$ cat src/rtl/comma_aligner_10b.sv
// Bit-aligner for a 10-bit deserializer: hunts the K28.5 comma,
// locks onto its offset and emits realigned symbols one cycle later.
module comma_aligner_10b #(
  parameter int LOCK_CNT   = 3,
  parameter int UNLOCK_CNT = 4
) (
  input  logic       CLK,
  input  logic       RST,
  input  logic       DVI,
  input  logic [9:0] DI,
  output logic       DVO,
  output logic [9:0] DO,
  output logic       LOCK,
  output logic [3:0] ALIGN
);

  typedef enum logic [1:0] {
    HUNT,
    CHECK,
    LOCKED
  } state_t;

  localparam logic [3:0] LOCK_N   = 4'(LOCK_CNT);
  localparam logic [3:0] UNLOCK_N = 4'(UNLOCK_CNT);
  localparam logic [6:0] COMMA_P  = 7'b0011111;
  localparam logic [6:0] COMMA_N  = 7'b1100000;

  state_t     state;
  logic [9:0] prev;
  logic       primed;
  logic [3:0] cnt;
  logic [3:0] mis;
  logic [3:0] cnt_inc;
  logic [3:0] mis_inc;
  logic [3:0] low;
  logic [9:0] hit;
  logic [9:0] cand [10];
  logic       hit_at;
  logic       any_hit;
  logic [19:1] win;

  // DI[0] is never part of a candidate at offsets 0..9
  assign win = {prev, DI[9:1]};

  always_comb begin
    hit = '0;
    for (int p = 0; p < 10; p++) begin
      cand[p] = win[19-p -: 10];
      hit[p]  = (win[19-p -: 7] == COMMA_P)
             || (win[19-p -: 7] == COMMA_N);
    end
  end

  always_comb begin
    low = '0;
    for (int p = 9; p >= 0; p--) begin
      if (hit[p]) low = 4'(p);
    end
  end

  assign any_hit = |hit;
  assign hit_at  = hit[ALIGN];
  assign cnt_inc = (cnt == 4'hF) ? cnt : cnt + 4'd1;
  assign mis_inc = (mis == 4'hF) ? mis : mis + 4'd1;

  always_ff @(posedge CLK or posedge RST) begin
    if (RST) begin
      state  <= HUNT;
      prev   <= '0;
      primed <= 1'b0;
      cnt    <= '0;
      mis    <= '0;
      ALIGN  <= '0;
      LOCK   <= 1'b0;
      DVO    <= 1'b0;
      DO     <= '0;
    end else begin
      DVO <= 1'b0;
      if (DVI) begin
        prev   <= DI;
        primed <= 1'b1;
        if (primed) begin
          unique case (state)
            HUNT: begin
              if (any_hit) begin
                ALIGN <= low;
                cnt   <= 4'd1;
                state <= CHECK;
              end
            end
            CHECK: begin
              if (hit_at) begin
                cnt <= cnt_inc;
                if (cnt_inc == LOCK_N) begin
                  state <= LOCKED;
                  LOCK  <= 1'b1;
                  mis   <= '0;
                  DVO   <= 1'b1;
                  DO    <= cand[ALIGN];
                end
              end else if (any_hit) begin
                ALIGN <= low;
                cnt   <= 4'd1;
              end
            end
            LOCKED: begin
              if (hit_at) begin
                mis <= '0;
              end else if (any_hit) begin
                mis <= mis_inc;
              end
              // ALIGN is kept when lock drops
              if (!hit_at && any_hit && mis_inc == UNLOCK_N) begin
                state <= HUNT;
                LOCK  <= 1'b0;
              end else begin
                DVO <= 1'b1;
                DO  <= cand[ALIGN];
              end
            end
            default: begin
              state <= HUNT;
              LOCK  <= 1'b0;
            end
          endcase
        end
      end
    end
  end

endmodule

$ cat config.mk
export PLATFORM = sky130hd
export DESIGN_NAME = comma_aligner_10b
export DESIGN_NICKNAME = d
export VERILOG_FILES = /design/src/rtl/comma_aligner_10b.sv
export SDC_FILE = /design/constraint.sdc
export NUM_CORES = 1
export LEC_CHECK = 0
export BUFFER_PORTS_ARGS = -buffer_cell sky130_fd_sc_hd__buf_2
export CORE_UTILIZATION = 45
export DETAILED_ROUTE_END_ITERATION = 10
export SLEW_MARGIN = 20
export SYNTH_ARGS = -nofsm -noshare
export SYNTH_HDL_FRONTEND = slang
export SYNTH_SLANG_ARGS = --single-unit
$ cat constraint.sdc
create_clock -name CLK -period 3.2 [get_ports CLK]
set_input_delay 0.64 -clock CLK [delete_from_list [all_inputs] [get_ports CLK]]
set_output_delay 0.64 -clock CLK [all_outputs]
set_load 0.01 [all_outputs]
Yosys cells after proc, flatten, opt, wreduce, memory -nomap -nowiden
Cells that the tools add are included.

storage, ports and cells
  register bits after elaboration = 37
  logic and storage cells = 118
  input port bits = 13
  output and inout bits = 16

cells by class
  equal/unequal tests = 33
  magnitude comparators = 2
  add/subtract/negate cells = 2
  reductions and logical operators = 23
  multiplexer cells = 47
  bitwise operators = 2

operator list
  kind                   number
  $mux W4                20
  $eq A7 B5 Y1 const B   10
  $eq A7 B7 Y1 const B   10
  $mux W10               5
  $bmux W10 S4           1
  $pmux W4 S2            3
  $reduce_and A6 Y1      4
  $pmux W10 S2           1
  $ne A2 B2 Y1 const B   6
  $logic_or A1 B1 Y1     10
  $reduce_or A10 Y1      1
  $mux W1                9
  $add A4 B1 Y4 const B  2
  $eq A4 B4 Y1 const B   2
  $mux W2                4
  $pmux W2 S3            1
  $ge A5 B5 Y1 const B   1
  $lt A4 B5 Y1 const B   1
  $not A4 Y5             1
  $bmux W1 S4            1
  $eq A4 B2 Y1 const B   1
  $eq A4 B3 Y1 const B   1
  $reduce_and A4 Y1      1
  $reduce_bool A2 Y1     2
  10 further kinds       11

Depth between registers and ports, before layout
Gate-level depths: netlist (run 1).

  depth in word-level cells = 15
  mapped depth = 10
  mapped depth without buffers = 8

Least setup slack after synthesis (run 1)
Ideal clock, no wire load.

  kind = input-to-reg
  start = in DI[9]
  end = reg DO[0]
  path buffers = 0
  setup time = 0.125 ns
  arrival time = 2.785 ns
  cell stages on the path = 7
  path slack = 0.290 ns
  data required time = 3.075 ns
  cells stage by stage = or4_4 o32a_1 a211o_1 nand2_1 o21ai_1 o22ai_4 mux2_2

on the way
  longest elaborated chain between the ends = 9
  elaborated cells between the ends (all ways) = 34
  classes of those cells = eq/ne (14); mux (9); reduce/logical (11)

RTL lines
  what                                          line    RTL
  start: declaration                            10      input logic [9:0] DI,
  $eq A7 B5 Y1 or $eq A7 B7 Y1 (tied branches)  49, 50
  $logic_or A1 B1 Y1                            50      || (win[19-p -: 7] == COMMA_N);
  $bmux W1 S4                                   62      assign hit_at = hit[ALIGN];
  $mux W1 (not written as such)                 62
  $logic_not A1 Y1                              113     if (!hit_at && any_hit && mis_inc == UNLOCK_N) begin
  $logic_and A1 B1 Y1 (2 in a row)              113
  $ne A2 B2 Y1 (no source line)                 --
  $reduce_and A6 Y1 (no source line)            --
  end signal: assignment                        99      DO <= cand[ALIGN];
  end signal: assignment                        118     DO <= cand[ALIGN];
  end: declaration                              12      output logic [9:0] DO,

Several ways; a longest one is shown, not always the timed one. The select of a mux whose other input is x is not followed.
A chain may end at the register's enable or synchronous reset.

Final worst setup path (run 1)
  start = reg prev[0]
  end = reg DO[2]

on the way
  longest elaborated chain between the ends = 9
  elaborated cells between the ends (all ways) = 37
  classes of those cells = eq/ne (16); mux (9); reduce/logical (12)

RTL lines
  what                                          line    RTL
  start: declaration                            29      logic [9:0] prev;
  start signal: assignment                      69      prev <= '0;
  start signal: assignment                      80      prev <= DI;
  $eq A7 B5 Y1 or $eq A7 B7 Y1 (tied branches)  49, 50
  $logic_or A1 B1 Y1                            50
  $bmux W1 S4                                   62
  $mux W1 (not written as such)                 62
  $logic_not A1 Y1                              113
  $logic_and A1 B1 Y1 (2 in a row)              113
  $ne A2 B2 Y1 (no source line)                 --
  $reduce_and A6 Y1 (no source line)            --

Several ways; a longest one is shown, not always the timed one. The select of a mux whose other input is x is not followed.

==> results of run 1 <==
per-layer routing:
metal | share of wire, % | GRT usage [%] | vias to the layer above
met5 | 0 | 0 | -
met2 | 44 | 33.16 | 63
met1 | 51 | 34.60 | 1277
met4 | 0.83 | 5.172 | 0
li1 | - | - | 1281
met3 | 4.3 | 3.082 | 5
flip-flops by register name (all words and copies together) (netlist names):
name and count:
DVO 1, mis 4, primed 1, prev 10, ALIGN 4, LOCK 1, state 2, DO 10
cnt 4
synth_stat cells (all sizes together) (4+ instances only):
master and n:
buf 8, nand4b 7, dfrtp 37, and2 6, nor2b 5, nand2 20
ha 5, nor2 23, nor3 4, nand2b 5, nand3 6, mux2i 34
nor4 5, a2bb2oi 4, nand4 5, a32oi 4, mux2 23, and3b 4
o22ai 13, clkbuf 16, inv 12, a21oi 15, o21ai 11
kinds of logic (layout without fill, tap and decap cells):
logic type / Yosys count / count (layout) / synth area share (%)
compound gates: 74 / 74 / 18.61
xor+xnor: 2 / 2 / 0.5896
fa+ha+maj: 5 / 5 / 2.105
buf+inv: 36 / 66 / 4.926
flops: 37 / 37 / 31.16
mux: 58 / 58 / 20.93
simple gates: 112 / 112 / 21.68
final timing paths:
check                           startpoint      end  slack (ns)  cells after the start
worst min register to register      primed   primed        0.50                      1
worst min-delay path                   RST    DO[3]        0.46                      3
max in group asynchronous              RST  prev[6]        2.41                      3
worst max-delay path               prev[0]    DO[2]        0.25                      8
worst max register to register     prev[0]    DO[2]        0.25                      8
min in group CLK                    primed   primed        0.50                      1
cell type report:
class	count	area, µm²
clock buffer	6	72.57
clock inverter	2	10.01
fill	608	3025
inverter	12	45.04
multi-input combinational	251	1899
sequential	37	925.9
tap	77	96.34
timing repair buffer	46	275.3
through the flow:
step	setup slack (ns)	util [%]	power, mW	hold WS, ns
2_1_floorplan	0.2900	-	1.803	0.4540
3_3_place_gp	0.08922	51.05	2.188	0.4719
6_report	0.2546	52.35	2.518	0.4592
3_5_place_dp	0.04859	51.05	2.198	0.4696
4_1_cts	0.2615	52.35	2.536	0.4732
5_1_grt	0.06418	52.35	2.737	0.5105
worst max-delay path: stages, from the launching register on:
cell and delay, ns:
sky130_fd_sc_hd__dfrtp_1 0.58, sky130_fd_sc_hd__or4_4 0.51, sky130_fd_sc_hd__o32a_1 0.35, sky130_fd_sc_hd__a211o_1 0.30, sky130_fd_sc_hd__nand2_1 0.13, sky130_fd_sc_hd__buf_4 0.15, sky130_fd_sc_hd__o41ai_4 0.09, sky130_fd_sc_hd__o22ai_4 0.30
sky130_fd_sc_hd__mux2_2 0.39
layout by cell type, fill, tap and decap left out, types with 3 or more instances in the layout:
cell type                    n
sky130_fd_sc_hd__nand2_1    20
sky130_fd_sc_hd__mux2i_1    34
sky130_fd_sc_hd__nor2_1     23
sky130_fd_sc_hd__nor4_1      5
sky130_fd_sc_hd__and2_1      6
sky130_fd_sc_hd__o22ai_1    12
sky130_fd_sc_hd__o21ai_0     9
sky130_fd_sc_hd__nor2b_1     5
sky130_fd_sc_hd__nand3_1     6
sky130_fd_sc_hd__and3b_1     4
sky130_fd_sc_hd__nor3b_1     3
sky130_fd_sc_hd__buf_4      18
sky130_fd_sc_hd__nand4_1     5
sky130_fd_sc_hd__nand2b_1    5
sky130_fd_sc_hd__buf_2      28
sky130_fd_sc_hd__and3_1      3
sky130_fd_sc_hd__a2bb2oi_1   4
sky130_fd_sc_hd__o32a_1      3
sky130_fd_sc_hd__clkbuf_8    5
sky130_fd_sc_hd__nand3b_1    3
sky130_fd_sc_hd__mux2_2     23
sky130_fd_sc_hd__nor3_1      3
sky130_fd_sc_hd__inv_1      12
sky130_fd_sc_hd__ha_1        5
sky130_fd_sc_hd__nand4b_1    7
sky130_fd_sc_hd__or3_1       3
sky130_fd_sc_hd__nor4b_1     3
sky130_fd_sc_hd__dfrtp_1    37
sky130_fd_sc_hd__a32oi_1     4
sky130_fd_sc_hd__a21oi_1    15
where the power goes:
part	switching, mW	internal, mW	leakage, nW
registers	0.152	0.610	0.458
logic	0.767	0.668	0.845
clock network	0.171	0.151	0.0450
total	1.09	1.43	1.35
==> results by group, run 1 <==
Run status
  – Status: finished clean

Layout
  – Fraction of final layout cells sized beyond drive strength 1: approximately a quarter
  – Layout net count: between 300 and 400
  – Non-filler cells, final: 431
  – Final Instance Area: roughly 3300 µm²
  – Count of antenna diodes in the layout: 0
  – Area growth from synthesis to final layout: 11.87%

Synthesis
  – Synthesis-stage register bit count: 37
  – Warnings from Yosys: 0
  – Post-synthesis instance area: roughly 3000 µm²
  – Yosys top cell by area: sky130_fd_sc_hd__dfrtp_1
  – Ranking of synthesized cells by area: sky130_fd_sc_hd__dfrtp_1, sky130_fd_sc_hd__mux2i_1, sky130_fd_sc_hd__mux2_2
  – Post-synthesis cell type count: 63
  – Post-synthesis net count: 342
  – Post-Synthesis Mean Instance Area: 9.172 µm²
  – Most used flip-flop cell after synthesis: sky130_fd_sc_hd__dfrtp_1
  – Post-synth ARST share: between 90% and 100%
  – Cells after synthesis: roughly 320
  – Number of synthesized flops with an enable pin: 0
  – Sequential area share after synthesis: a little under a third
  – Area share of the largest cell type after synthesis: a little over 30%

Timing
  – Total negative setup slack: 0 ns
  – Slew Limit Headroom: a little under three fifths
  – FMAX: roughly 0.34 GHz
  – Ratio of final minimum period to clock period: 92.05%
  – Post-route minimum period: about 2.9 ns
  – Setup violators final: 0
  – Count of endpoints failing hold in the final timing report: 0
  – Max-slew violations: 0
  – Unrepaired setup endpoints after global routing: no
  – Fin Clk Skew: 0.008082 ns
  – Measured slew at the worst slew-check pin: 0.6494 ns

Pwr
  – Leakage power of the design: ~1.3 nW
  – Cell Pwr Density: between 700 and 800 nW/µm²
  – Max IR drop VDD: roughly 0.00042 V

Critical path
  – Maximum net fanout on the critical path: 17
  – Worst endpoint required time: 3.38 ns
  – Data arrival time of the worst path: 3.12 ns
  – Type of element capturing the critical path: flop
  – Worst setup path class: flop to flop
  – CP Launch Type: flop

Placement
  – Final estimated routing congestion in global placement: 0.8837
  – Dpl cell area: 3242 µm²
  – Count of buffers inserted at the top-level ports: 28
  – Number of instances in the placed design: roughly 420
  – Sum of net half-perimeters after detailed placement: roughly 5.2 mm

Hold path
  – Tightest Hold Check Type: input port to asynchronous set/reset pin

Global route
  – Overall Global Routing Usage: ~22%
  – Vias in the first global route: 2,476
  – Largest net degree at the start of global routing: 38
  – Global route overflow: 0
  – Global-route wire length before repair: around 13 mm
  – Initial antenna violation count: 0

Clock tree
  – TritonCTS Buffers: 5
  – Root buffer selected by CTS: sky130_fd_sc_hd__clkbuf_8
  – Clock Path Buffers: 2
  – Cts hold-fix bufs: 0
  – H-Tree Depth: 2
  – Post-CTS setup-driven buffer insertion count: 0
  – Clock net sink count: 37
  – Clock-pin slew of the registers on the worst-case setup and hold paths: around 0.08 ns
  – Clk Latency, worst-skew pair: slightly below 0.3 ns
  – CTS resizes: 0
  – CTS tree: yes

Floorplanning
  – Area of the placeable core: roughly 6300 µm²
  – Effective utilization at floorplan: approximately 47%
  – Io pins: 29
  – Total die area: 6932 µm²
  – Number of standard-cell rows in the floorplan: 29
  – Die boundary height: roughly 83 µm
  – Width of the die: 83.26 µm

Detailed routing
  – Via/cell ratio: 6.093
  – DRT iter0 DRCs: approximately 190
  – Drt total wl: between 7 and 8 mm
  – Final routed wire length divided by cell count: 16.76 µm
  – Total number of vias: around 2,600
  – Post-route antenna net violation count: 0
  – First drt pass iteration count: 4
  – Detailed-route DRC error count: 0

Run
  – Number of max-cap violations: 0
No activity file was read; power rests on OpenSTA's default activity.
==> run 2: changes to the inputs <==
--- a/config.mk
+++ b/config.mk
@@ -5,8 +5,9 @@
 export SDC_FILE = /design/constraint.sdc
 export NUM_CORES = 1
 export LEC_CHECK = 0
-export BUFFER_PORTS_ARGS = -buffer_cell sky130_fd_sc_hd__buf_2
+export BUFFER_PORTS_ARGS = -buffer_cell sky130_fd_sc_hd__clkbuf_2
 export CORE_UTILIZATION = 45
+export CTS_BUF_LIST = sky130_fd_sc_hd__clkbuf_8
 export DETAILED_ROUTE_END_ITERATION = 10
 export SLEW_MARGIN = 20
 export SYNTH_ARGS = -nofsm -noshare
==> run 2 against run 1 <==
  * Clock power grew 52%
  * Critical path depth is 1 lower
  * First-iteration DRC count is 2.7% lower
  * Register-to-register slack improved by 0.07 ns
  * Worst hold slack worse by 0.028 ns
  * Fmax is 2.6% higher
  * Sequential cell count did not move
==> results by group, run 2 (synthesis results as in run 1) <==
Pwr
  – Clock network fraction of total power: 18.2% (was 12.8%)
  – Internal power: 1.586 mW (was 1.429 mW)
  – Proportion of power drawn by flip-flops and latches: 28.1% (was 30.2%)
  – Cell Pwr Density: 797.1 nW/µm² (was 757.4 nW/µm²)
  – Switching fraction of total power: 41.19% (was 43.27%)
  – P_sw: 1.111 mW (was 1.090 mW)
  – Leakage power of the design: 1.376 nW (was 1.347 nW)
  – Comb power frac: 53.8% (was 57.0%)
  – Max IR drop VDD: 0.0004378 V (was 0.0004180 V)

Run
  – Number of max-cap violations: 0 (unchanged)

Clock tree
  – Root buffer selected by CTS: sky130_fd_sc_hd__clkbuf_8 (unchanged)
  – Clock Path Buffers: 2 (unchanged)
  – Cts hold-fix bufs: 0 (unchanged)
  – CTS resizes: 0 (unchanged)
  – CTS tree: yes (unchanged)
  – TritonCTS Buffers: 5 (unchanged)
  – Clk Latency, worst-skew pair: 0.29 ns (about the same)
  – Post-CTS setup-driven buffer insertion count: 0 (unchanged)
  – Clock net sink count: 37 (unchanged)
  – H-Tree Depth: 2 (unchanged)
  – Clock-pin slew of the registers on the worst-case setup and hold paths: 0.08 ns (about the same)

Global route
  – Vias in the first global route: 2,391 (was 2,476)
  – Initial antenna violation count: 0 (unchanged)
  – Global route overflow: 0 (unchanged)
  – Global-route wire length before repair: 12.10 mm (was 12.67 mm)
  – Largest net degree at the start of global routing: 38 (unchanged)
  – Overall Global Routing Usage: 21.60% (was 22.47%)

Critical path
  – Data arrival time of the worst path: 3.05 ns (was 3.12 ns)
  – Worst setup path class: flop to flop (unchanged)
  – Maximum net fanout on the critical path: 10 (was 17)
  – Start point of the critical path: prev[2] (was prev[0])
  – Type of element capturing the critical path: flop (unchanged)
  – Worst endpoint required time: 3.38 ns (about the same)
  – Worst reg2reg path startpoint: prev[2] (was prev[0])
  – CP Launch Type: flop (unchanged)

Placement
  – Final estimated routing congestion in global placement: 0.8625 (was 0.8837)
  – Sum of net half-perimeters after detailed placement: 5.302 mm (was 5.227 mm)
  – Count of buffers inserted at the top-level ports: 28 (unchanged)

Layout
  – Top library cells by usage in the layout, fill and taps aside: sky130_fd_sc_hd__dfrtp_1, sky130_fd_sc_hd__mux2i_1, sky130_fd_sc_hd__clkbuf_2 (was sky130_fd_sc_hd__dfrtp_1, sky130_fd_sc_hd__mux2i_1, sky130_fd_sc_hd__buf_2)
  – Layout net count: 372 (was 371)
  – Final-layout fill cell count: 610 (was 608)
  – Count of antenna diodes in the layout: 0 (unchanged)
  – Area growth from synthesis to final layout: 13.85% (was 11.87%)
  – Fraction of final layout cells sized beyond drive strength 1: 24.79% (was 24.29%)
  – Core Util, Final: 53.28% (was 52.35%)
  – Largest registers: DO (10), prev (10) (unchanged)
  – Most frequent standard cell in the layout excluding fill and tap cells: sky130_fd_sc_hd__dfrtp_1 (unchanged)

Detailed routing
  – First drt pass iteration count: 4 (unchanged)
  – Via/cell ratio: 6.127 (was 6.093)
  – DRT iter0 DRCs: 180 (was 185)
  – Total number of vias: 2,647 (was 2,626)
  – Drt total wl: 7.222 mm (unchanged)
  – Detailed-route DRC error count: 0 (unchanged)
  – Post-route antenna net violation count: 0 (unchanged)
  – Final routed wire length divided by cell count: 16.72 µm (was 16.76 µm)

Run status
  – Status: finished clean (unchanged)

Timing
  – Post-route minimum period: 2.871 ns (was 2.945 ns)
  – Unrepaired setup endpoints after global routing: no (unchanged)
  – Count of endpoints failing hold in the final timing report: 0 (unchanged)
  – Max-slew violations: 0 (unchanged)
  – Measured slew at the worst slew-check pin: 0.5670 ns (was 0.6494 ns)
  – FMAX: 0.3484 GHz (was 0.3395 GHz)
  – Ratio of final minimum period to clock period: 89.71% (was 92.05%)
  – Total negative setup slack: 0 ns (unchanged)
  – Setup violators final: 0 (unchanged)
  – Slew Limit Headroom: 62.13% (was 56.31%)
  – Fin Clk Skew: 0.005056 ns (was 0.008082 ns)

Floorplanning
  – Io pins: 29 (unchanged)
  – Total die area: 6932 µm² (unchanged)
  – Width of the die: 83.26 µm (unchanged)
  – Area of the placeable core: 6350 µm² (unchanged)
  – Number of standard-cell rows in the floorplan: 29 (unchanged)
  – Die boundary height: 83.26 µm (unchanged)
  – Effective utilization at floorplan: 46.80% (unchanged)

Hold path
  – Tightest Hold Check Type: input port to asynchronous set/reset pin (unchanged)
==> run 2: metrics by stage <==
stage / setup slack, ns / instances / power [mW] / hold slack (ns) / cell area (µm²)
finish: 0.3293 / 432 / 2.697 / 0.4311 / 3383
CTS: 0.3508 / 432 / 2.710 / 0.4451 / 3383
global route: 0.1871 / 432 / 2.898 / 0.4938 / 3383
global placement: 0.1149 / 424 / 2.190 / 0.4740 / 3249
floorplan: 0.2900 / 324 / 1.803 / 0.4540 / 2972
detailed placement: 0.06876 / 424 / 2.207 / 0.4817 / 3249
==> run 2: per-layer routing <==
layer	track usage, %	share of wire (%)	wire length, µm	vias up
li1	-	-	-	1288
met3	2.087	3.7	269	8
met2	32.79	45	3223	48
met1	32.22	50	3626	1303
met4	6.897	1.4	102	0
met5	0	0	0	-
==> run 2: critical path, cell delays in order (launching register included) <==
cell and delay (ns):
sky130_fd_sc_hd__dfrtp_1 0.46, sky130_fd_sc_hd__or4_4 0.56, sky130_fd_sc_hd__o32a_1 0.35, sky130_fd_sc_hd__a211o_1 0.33, sky130_fd_sc_hd__nand2_1 0.09, sky130_fd_sc_hd__o21ai_1 0.15
sky130_fd_sc_hd__o22ai_4 0.42, sky130_fd_sc_hd__mux2_2 0.39
==> run 2: area by class of cell <==
| cell class | instances | area, µm² | area share, % |
|---|---|---|---|
| flip-flops and latches | 37 | 925.9 | 27.37 |
| inverters | 12 | 45.04 | 1.331 |
| clock buffers | 5 | 68.82 | 2.034 |
| repair buffers | 47 | 282.8 | 8.358 |
| well taps | 77 | 96.34 | 2.848 |
| multi-input cells | 251 | 1899 | 56.14 |
| clock inverters | 3 | 65.06 | 1.923 |
==> run 2: power by group through the flow <==
| stage | clock network (mW) | logic (mW) | registers [mW] |
|---|---|---|---|
| 6_report | 0.490 | 1.45 | 0.756 |
| 4_1_cts | 0.506 | 1.45 | 0.758 |
| 5_1_grt | 0.524 | 1.59 | 0.783 |
| 3_3_place_gp | 0 | 1.43 | 0.762 |
| 3_5_place_dp | 0 | 1.44 | 0.766 |
| 2_1_floorplan | 0 | 1.05 | 0.753 |
==> run 2: final timing paths <==
kind                          end  slack (ns)  cells past startpoint
max                         DO[2]        0.33                      7
min in group CLK           primed        0.50                      1
max in group asynchronous  mis[1]        2.43                      3
min                         DO[7]        0.43                      3
max reg2reg                 DO[2]        0.33                      7
min reg2reg                primed        0.50                      1
